### config.mk
export PLATFORM = sky130hd
export DESIGN_NAME = dec16_timer_flat
export DESIGN_NICKNAME = d
export VERILOG_FILES = /design/src/rtl/dec16_timer_pkg.sv /design/src/rtl/dec16_timer_if.sv /design/src/rtl/dec16_timer_prescaler_tick.sv /design/src/rtl/dec16_timer.sv /design/src/flat_wrapper.sv
export SDC_FILE = /design/constraint.sdc
export NUM_CORES = 1
export LEC_CHECK = 0
export BUFFER_PORTS_ARGS = -buffer_cell sky130_fd_sc_hd__clkbuf_2
export CAP_MARGIN = 0
export CORE_MARGIN = 10
export CORE_UTILIZATION = 51
export CTS_CLUSTER_SIZE = 28
export DETAILED_ROUTE_END_ITERATION = 8
export HOLD_SLACK_MARGIN = 0.02
export PLACE_DENSITY_LB_ADDON = 0.3
export SYNTH_ARGS = -nofsm -noshare
export SYNTH_HDL_FRONTEND = slang
export SYNTH_HIERARCHICAL = 1
export SYNTH_SLANG_ARGS = --single-unit
### constraint.sdc
create_clock -name clock -period 2.37 [get_ports clock]
set_clock_uncertainty 0.05 [all_clocks]
set_input_delay 0.5925 -clock clock [delete_from_list [all_inputs] [get_ports clock]]
set_output_delay 0.5925 -clock clock [all_outputs]
set_load 0.01 [all_outputs]
### src/rtl/dec16_timer_pkg.sv
`default_nettype none
// ============================================================================
// Module      : dec16_timer_pkg
// Description : Shared definitions for the dec16_timer countdown timer:
//               default widths and the controller state encoding.
// Revision    : 1.0 - initial release
// ============================================================================
package dec16_timer_pkg;

    // Default counter / reload register width.
    localparam int c_width = 16;

    // Default prescaler compare width.
    localparam int c_pw = 8;

    // Controller states. The encodings are fixed so that other blocks
    // decoding the timer state see stable values.
    typedef enum logic [1:0] {
        ST_IDLE = 2'b00,
        ST_RUN  = 2'b01,
        ST_DONE = 2'b10
    } state_t;

endpackage : dec16_timer_pkg
`default_nettype wire

### src/rtl/dec16_timer_if.sv
`default_nettype none
// ============================================================================
// Module      : dec16_timer_if
// Description : Control / status bundle of the dec16_timer.
//               master : drives load, load_value, start, stop, auto_reload,
//                        prescale; observes count, running, done, tc.
//               slave  : the timer itself (opposite directions).
// Revision    : 1.0 - initial release
// ============================================================================
interface dec16_timer_if
    import dec16_timer_pkg::*;
#(
    parameter int WIDTH = c_width,
    parameter int PW    = c_pw
) ();

    logic             load;
    logic [WIDTH-1:0] load_value;
    logic             start;
    logic             stop;
    logic             auto_reload;
    logic [PW-1:0]    prescale;
    logic [WIDTH-1:0] count;
    logic             running;
    logic             done;
    logic             tc;

    modport master (
        output load,
        output load_value,
        output start,
        output stop,
        output auto_reload,
        output prescale,
        input  count,
        input  running,
        input  done,
        input  tc
    );

    modport slave (
        input  load,
        input  load_value,
        input  start,
        input  stop,
        input  auto_reload,
        input  prescale,
        output count,
        output running,
        output done,
        output tc
    );

endinterface : dec16_timer_if
`default_nettype wire

### src/rtl/dec16_timer_prescaler_tick.sv
`default_nettype none
// ============================================================================
// Module      : dec16_timer_prescaler_tick
// Description : PW-bit prescale counter. Flags a tick whenever the counter
//               has reached or passed the prescale compare value; the
//               counter returns to zero on a tick while enabled.
// Ports       : clock, reset_n  - clock, asynchronous active-low reset
//               clear           - force the counter to zero (wins over enable)
//               enable          - advance the counter this cycle
//               prescale        - compare value (tick every prescale+1 clocks)
//               tick            - counter >= prescale
// Revision    : 1.0 - initial release
// ============================================================================
module dec16_timer_prescaler_tick
    import dec16_timer_pkg::*;
#(
    parameter int PW = c_pw
) (
    input  wire logic          clock,
    input  wire logic          reset_n,
    input  wire logic          clear,
    input  wire logic          enable,
    input  wire logic [PW-1:0] prescale,
    output logic               tick
);

    localparam logic [PW-1:0] c_pc_one = {{(PW-1){1'b0}}, 1'b1};

    logic [PW-1:0] r_pc;

    // Greater-or-equal rather than equality: if prescale is lowered below
    // the current count mid-run, the next cycle still ticks instead of
    // running all the way round the PW-bit range.
    assign tick = (r_pc >= prescale);

    always_ff @(posedge clock or negedge reset_n) begin
        if (!reset_n) begin
            r_pc <= '0;
        end else if (clear) begin
            r_pc <= '0;
        end else if (enable) begin
            r_pc <= tick ? '0 : (r_pc + c_pc_one);
        end
    end

endmodule : dec16_timer_prescaler_tick
`default_nettype wire

### src/rtl/dec16_timer.sv
`default_nettype none
// ============================================================================
// Module      : dec16_timer
// Description : Loadable WIDTH-bit countdown timer with programmable
//               prescaler, one-shot / auto-reload modes and a one-cycle
//               terminal-count pulse. Input priority: load > stop > start.
// Ports       : clock    - rising-edge clock
//               reset_n  - asynchronous active-low reset
//               bus      - dec16_timer_if.slave: load, load_value, start,
//                          stop, auto_reload, prescale in;
//                          count, running, done, tc out (all registered)
// Revision    : 1.0 - initial release
// ============================================================================
module dec16_timer
    import dec16_timer_pkg::*;
#(
    parameter int WIDTH = c_width,
    parameter int PW    = c_pw
) (
    input  wire logic    clock,
    input  wire logic    reset_n,
    dec16_timer_if.slave bus
);

    localparam logic [WIDTH-1:0] c_one      = {{(WIDTH-1){1'b0}}, 1'b1};
    localparam logic [WIDTH-1:0] c_all_ones = {WIDTH{1'b1}};

    state_t           r_state;
    state_t           w_state_nxt;
    logic [WIDTH-1:0] r_count;
    logic [WIDTH-1:0] w_count_nxt;
    logic [WIDTH-1:0] r_reload;
    logic [WIDTH-1:0] w_reload_nxt;
    logic             r_tc;
    logic             w_tc_nxt;

    logic             w_pc_clear;
    logic             w_pc_en;
    logic             w_tick;

    logic [WIDTH-1:0] w_count_dec;
    logic             w_count_zero;
    logic             w_count_one;
    logic             w_reload_zero;

    // ------------------------------------------------------------------
    // Prescaler
    // ------------------------------------------------------------------
    dec16_timer_prescaler_tick #(
        .PW (PW)
    ) u_prescaler (
        .clock    (clock),
        .reset_n  (reset_n),
        .clear    (w_pc_clear),
        .enable   (w_pc_en),
        .prescale (bus.prescale),
        .tick     (w_tick)
    );

    // ------------------------------------------------------------------
    // Datapath helpers
    // ------------------------------------------------------------------
    // Decrement as an add of all-ones (two's-complement -1), the mirror of
    // the incrementer. Only used when count > 1, so it can never wrap.
    assign w_count_dec   = r_count + c_all_ones;
    assign w_count_zero  = (r_count == '0);
    assign w_count_one   = (r_count == c_one);
    assign w_reload_zero = (r_reload == '0);

    // ------------------------------------------------------------------
    // Next-state / datapath control
    // ------------------------------------------------------------------
    always_comb begin
        w_state_nxt  = r_state;
        w_count_nxt  = r_count;
        w_reload_nxt = r_reload;
        w_tc_nxt     = 1'b0;
        w_pc_clear   = 1'b0;
        w_pc_en      = 1'b0;

        if (bus.load) begin
            // Load wins over everything, including a coincident terminal
            // tick, so no tc is produced in that cycle.
            w_count_nxt  = bus.load_value;
            w_reload_nxt = bus.load_value;
            w_state_nxt  = ST_IDLE;
            w_pc_clear   = 1'b1;
        end else begin
            case (r_state)
                ST_IDLE: begin
                    w_pc_clear = 1'b1;
                    if (!bus.stop && bus.start && !w_count_zero) begin
                        w_state_nxt = ST_RUN;
                    end
                end

                ST_RUN: begin
                    if (bus.stop) begin
                        // Pause: count holds, prescaler restarts on resume.
                        w_state_nxt = ST_IDLE;
                        w_pc_clear  = 1'b1;
                    end else begin
                        w_pc_en = 1'b1;
                        if (w_tick) begin
                            if (w_count_zero) begin
                                // Not reachable through normal operation;
                                // parks safely instead of wrapping.
                                w_state_nxt = ST_DONE;
                            end else if (w_count_one) begin
                                w_tc_nxt = 1'b1;
                                if (bus.auto_reload && !w_reload_zero) begin
                                    w_count_nxt = r_reload;
                                end else begin
                                    w_count_nxt = '0;
                                    w_state_nxt = ST_DONE;
                                end
                            end else begin
                                w_count_nxt = w_count_dec;
                            end
                        end
                    end
                end

                ST_DONE: begin
                    w_pc_clear = 1'b1;
                end

                default: begin
                    w_state_nxt = ST_IDLE;
                    w_pc_clear  = 1'b1;
                end
            endcase
        end
    end

    // ------------------------------------------------------------------
    // Registers
    // ------------------------------------------------------------------
    always_ff @(posedge clock or negedge reset_n) begin
        if (!reset_n) begin
            r_state  <= ST_IDLE;
            r_count  <= '0;
            r_reload <= '0;
            r_tc     <= 1'b0;
        end else begin
            r_state  <= w_state_nxt;
            r_count  <= w_count_nxt;
            r_reload <= w_reload_nxt;
            r_tc     <= w_tc_nxt;
        end
    end

    // ------------------------------------------------------------------
    // Outputs (all straight from registers)
    // ------------------------------------------------------------------
    assign bus.count   = r_count;
    assign bus.running = (r_state == ST_RUN);
    assign bus.done    = (r_state == ST_DONE);
    assign bus.tc      = r_tc;

endmodule : dec16_timer
`default_nettype wire

### src/flat_wrapper.sv
// flat-port wrapper written by rule: the top's interface ports become plain ports
module dec16_timer_flat import dec16_timer_pkg::*;
#(
    parameter int WIDTH = c_width,
    parameter int PW    = c_pw
)
  (clock, reset_n, bus_load, bus_load_value, bus_start, bus_stop, bus_auto_reload, bus_prescale, bus_count, bus_running, bus_done, bus_tc);
  dec16_timer_if #(.WIDTH(WIDTH), .PW(PW)) bus_i ();
  input  wire logic clock;
  input  wire logic reset_n;
  input wire logic [$bits(bus_i.load)-1:0] bus_load;
  input wire logic [$bits(bus_i.load_value)-1:0] bus_load_value;
  input wire logic [$bits(bus_i.start)-1:0] bus_start;
  input wire logic [$bits(bus_i.stop)-1:0] bus_stop;
  input wire logic [$bits(bus_i.auto_reload)-1:0] bus_auto_reload;
  input wire logic [$bits(bus_i.prescale)-1:0] bus_prescale;
  output wire logic [$bits(bus_i.count)-1:0] bus_count;
  output wire logic [$bits(bus_i.running)-1:0] bus_running;
  output wire logic [$bits(bus_i.done)-1:0] bus_done;
  output wire logic [$bits(bus_i.tc)-1:0] bus_tc;
  assign bus_i.load = bus_load;
  assign bus_i.load_value = bus_load_value;
  assign bus_i.start = bus_start;
  assign bus_i.stop = bus_stop;
  assign bus_i.auto_reload = bus_auto_reload;
  assign bus_i.prescale = bus_prescale;
  assign bus_count = bus_i.count;
  assign bus_running = bus_i.running;
  assign bus_done = bus_i.done;
  assign bus_tc = bus_i.tc;
  dec16_timer #(.WIDTH(WIDTH), .PW(PW)) u_core (.clock(clock), .reset_n(reset_n), .bus(bus_i));
endmodule
# Word level (Yosys, flattened, before mapping)
# Index checks and enable logic that the tools add are counted.
[op_classes]
reduce_logical = 14
n_lt_le_gt_ge = 1
eq_ne = 10
addsub = 2
n_mux = 30
[ops]
columns = ["cell", "n"]
rows = [
  ["$mux W16", 7],
  ["$logic_not A16 Y1", 2],
  ["$mux W8", 3],
  ["$add A16 B16 Y16 const B", 1],
  ["$eq A16 B1 Y1 const B", 1],
  ["$mux W2", 7],
  ["$mux W1", 12],
  ["$add A8 B1 Y8 const B", 1],
  ["$ge A8 B8 Y1", 1],
  ["$ne A2 B2 Y1 const B", 3],
  ["$pmux W2 S3", 1],
  ["$reduce_bool A2 Y1", 3],
  ["$ne A5 B3 Y1 const B", 1],
  ["$ne A5 B4 Y1 const B", 1],
  ["$reduce_and A5 Y1", 1],
  ["$ne A4 B3 Y1 const B", 1],
  ["$reduce_and A4 Y1", 1],
  ["$logic_and A1 B1 Y1", 3],
  ["$logic_not A1 Y1", 3],
  ["$ne A3 B2 Y1 const B", 1],
  ["$eq A2 B1 Y1 const B", 1],
  ["$eq A2 B2 Y1 const B", 1],
  ["$logic_not A2 Y1", 1],
]
[totals]
wordCells = 62
output_inout_bits = 19
inputBits = 30
register_bits = 43

# Depth between registers and ports, before layout
[depth]
depth_word = 10
depth_mapped = 11
mapped_depth_nobuf = 10

# By module
# Netlist, hierarchy kept.
[modules_own_cells]
columns = ["module", "area_per_inst_um2", "instances", "cells_each"]
rows = [
  ["dec16_timer", 2153.3, 1, 230],
  ["dec16_timer_prescaler_tick", 716.9, 1, 73],
]

# Least setup slack after synthesis
# OpenSTA, ideal clock, no wires.
[synth_timing]
path_kind = "input port to flip-flop"
start = "input port bus_prescale[5]"
end = "register u_core.r_count[5] (netlist: u_core/bus.count[5])"
arrival_time_ns = 2.459
path_slack_ns = -0.260
setup_ns = 0.122
path_stages = 11
cell_sequence = "inv_1 > ha_1 > a41oi_1 > a21o_1 > o21ai_4 > nand2_1 > nor3_1 > and2_1 > clkbuf_1 > nand2_1 > a32o_1"
[synth_via]
elab_chain_len = 3
[synth_rtl]
columns = ["item", "line", "text"]
rows = [
  ["from (decl)", "flat_wrapper.sv:16", "input wire logic [$bits(bus_i.prescale)-1:0] bus_prescale;"],
  ["$ge A8 B8 Y1", "dec16_timer_prescaler_tick.sv:34", "assign tick = (r_pc >= prescale);"],
  ["named net u_core.w_tick", "dec16_timer.sv:39", "logic w_tick;"],
  ["$reduce_bool A2 Y1 (no source line)", "--", ""],
  ["$reduce_and A4 Y1 (no source line)", "--", ""],
  ["to (signal assigned)", "dec16_timer.sv:147", "r_count <= w_count_nxt;"],
  ["to (decl)", "dec16_timer.sv:30", "logic [WIDTH-1:0] r_count;"],
]
# The timed path passes the listed nets, and every way through them passes these cells.
# A chain may end at the register's enable or synchronous reset.

# Worst setup path after layout
[layout_timing]
start = "register u_core.u_prescaler.r_pc[1]"
end = "register u_core.r_count[13] (netlist: u_core/bus.count[13])"
[layout_via]
elab_chain_len = 3
[layout_rtl]
columns = ["item", "line", "text"]
rows = [
  ["from (decl)", "dec16_timer_prescaler_tick.sv:29", "logic [PW-1:0] r_pc;"],
  ["from (signal assigned)", "dec16_timer_prescaler_tick.sv:42", "r_pc <= tick ? '0 : (r_pc + c_pc_one);"],
  ["$ge A8 B8 Y1", "dec16_timer_prescaler_tick.sv:34", ""],
  ["named net u_core.w_tick", "dec16_timer.sv:39", ""],
  ["$reduce_bool A2 Y1 (no source line)", "--", ""],
  ["$reduce_and A4 Y1 (no source line)", "--", ""],
]
# The timed path passes the listed nets, and every way through them passes these cells.

==> reports/results.ini <==
[sta]
period_share=0.969
fin_ws_ns=0.0743
clock.fmax_mhz=436
final_hold_viol_count=0
period_needed_ns=2.30
timing_worst_slew_pin_value_ns=0.677
finalSetupTns_ns=0
drv_slew=0
whs_ns=0.245
relSlewSlack=0.548
setup_viol=0

[floorplan]
die_h_um=95.0
rows=27
core_area_um2=5470
die_width_um=95.0
num_io_pins=49
start_util=0.524
dieArea_um2=9030

[clock_network]
cts_tree=yes
cts_hold_buf=0
h-tree-depth=2
ctsLongestPathBuffers=2
clk_pin_slew_ns=0.10
root_buffer=clkbuf_8
cts.sinks=43
worstSkewPairLatency_ns=0.31
numCtsBuffers=5

[place]
dpl_cell_area_um2=3420
io_buffers=48
hpwl_mm=5.98
gp_congestion=0.863
dp_worst_setup_slack_ns=-0.336

[logic_synthesis]
syn_area_um2=2870
syn_inst=303
synth.most_common_cell=dfrtp_1
yosysUniqueCellTypes=66
synth_nets=345
synth_top_area_frac=0.375
async_reset_ff_frac=1.00
synth_edf_count=0
syn_area_per_cell_um2=9.47
ys_seq_area_frac=0.375
synth_area_leaders=dfrtp_1 (37%), ha_1 (5.2%), mux2_2 (3.5%)
synth_top_area_cell=dfrtp_1
synth-seq-cells=43
synth_common_cells=dfrtp_1 (43), nand2_1 (25), inv_1 (23), nor2_1 (19), o21ai_0 (18)
yosys_warnings=6
synthFlopType=dfrtp_1

[detailed_routing]
route.antenna.remaining_nets=0
drc=0
wl_per_cell_um=17.3
routed_via_density=5.90
first_pass_iters=5
drt_first_iter_violations=269
routed_wl_mm=7.82
vias=2669

[layout]
final_nets=421
antennaDiodeCount=0
design_area_um2=3640
area_delta_synth_final_pct=26.8
drive_gt1_frac=0.366
fillers=432

[power]
vdd_drop_max_mv=0.321
p_int_mw=1.37
p_leak_nw=1.61
p_per_area_nw_per_um2=528
share_comb_of_total_power=0.178
clkPwrFrac=0.365
p_total_mw=1.92
p_sw_uw=555
power_frac_seq=0.457
switching_share=0.289

[critical_path]
crit_path_max_incr_delay_ns=0.55
crit_type=flop to flop
cp-start-kind=flop
worst-path-buf-inv=1
path_delay_family=compound AO/OA/AOI/OAI gates
crit_path_top_delay_cell=or4_4
critPathMaxFanout=9
path_cells=ha_1 -> or4_4 -> a21oi_4 -> o21ai_4 -> nand2_2 -> nor3_2 -> buf_4 -> a21o_2 -> a21oi_2 -> a211oi_1
cp.arrival_ns=2.45
endpoint_kind=flop
cp.required_ns=2.52

[global_routing]
grt-ovfl-total=0
track_usage=0.180
grt_start_max_net_pins=47
grt_pass1_wl_mm=13.0
antenna_found_initial=0
grt_pass1_vias=2621

[worst_hold_path]
min_path_type=input port to async pin

[status]
status=finished, final reports clean

[run]
maxCapViolCount=0

## cell usage in the layout (no fill, tap or decap), types with 8 or more instances in the layout
cell type,netlist,routed
clkbuf_2,0,48
inv_1,23,20
nand2_1,25,23
a31oi_1,8,8
mux2_2,9,9
o21ai_0,18,14
buf_4,2,35
nor2_1,19,19
ha_1,12,8
dfrtp_1,43,43
a21oi_1,15,14
## worst paths after layout
check	startpoint	to	slack [ns]	depth (start not counted)
max reg2reg	u_core/u_prescaler/r_pc[1]	u_core/bus.count[13]	0.07	10
min	reset_n	u_core/bus.count[10]	0.24	1
max	u_core/u_prescaler/r_pc[1]	u_core/bus.count[13]	0.07	10
min reg2reg	u_core/r_reload[10]	u_core/r_reload[10]	0.48	1
min in group clock	bus_load_value[0]	u_core/r_reload[0]	0.48	3
max in group asynchronous	reset_n	u_core/r_reload[0]	1.40	2
## stage by stage
stage / cells / utilization
5_1_grt: 452 / 0.665
3_3_place_gp: 436 / 0.624
2_1_floorplan: 303 / -
6_report: 452 / 0.665
3_5_place_dp: 436 / 0.624
4_1_cts: 444 / 0.649
## final cells by class
cell class,instances,area (um^2),area share
clock inverter,3,67.6,0.0186
timing repair buffer,85,526,0.144
tap,72,90.1,0.0248
inverter,23,96.3,0.0265
sequential,43,1080,0.296
clock buffer,5,68.8,0.0189
multi-input combinational,221,1710,0.471
## routing by layer
| metal | global-route usage | wire length (um) | vias to the layer above |
|---|---|---|---|
| li1 | - | - | 1293 |
| met1 | 0.236 | 3420 | 1243 |
| met2 | 0.285 | 3660 | 123 |
| met3 | 0.0487 | 648 | 10 |
| met4 | 0.0524 | 89 | 0 |
| met5 | 0 | 0 | - |
## logic make-up (layout without fill, tap and decap cells)
| family | after synthesis | count (layout) | synth area share |
|---|---|---|---|
| DFF | 43 | 43 | 0.375 |
| muxes | 10 | 10 | 0.0388 |
| xor gates and xnor gates | 8 | 8 | 0.0244 |
| adders and majority gates | 12 | 12 | 0.0523 |
| buffers and inverters | 39 | 116 | 0.0554 |
| AOI/OAI and AO/OA | 91 | 91 | 0.240 |
| and+or+nand+nor | 100 | 100 | 0.214 |
## power groups by stage
stage / clock network (mW) / logic (mW) / registers (mW)
6_report: 0.700 / 0.342 / 0.878
5_1_grt: 0.735 / 0.380 / 0.888
4_1_cts: 0.705 / 0.340 / 0.876
3_5_place_dp: 0 / 0.339 / 0.890
3_3_place_gp: 0 / 0.332 / 0.887
2_1_floorplan: 0 / 0.206 / 0.871
## registers in the layout, summed over array words and instances, names as in the netlist
name and flops:
u_core/u_prescaler/r_pc 8, u_core/bus.count 16, u_core/bus.tc 1, u_core/r_reload 16
u_core/r_state 2
## timing repair
| action | 4_1_cts | 5_1_grt |
|---|---|---|
| gates resized for setup | 1 | 11 |
| setup endpoints to repair | 2 | 16 |
| pin swaps | 0 | 9 |
| buffers inserted | 0 | 8 |
(Power assumes the default switching activity.)
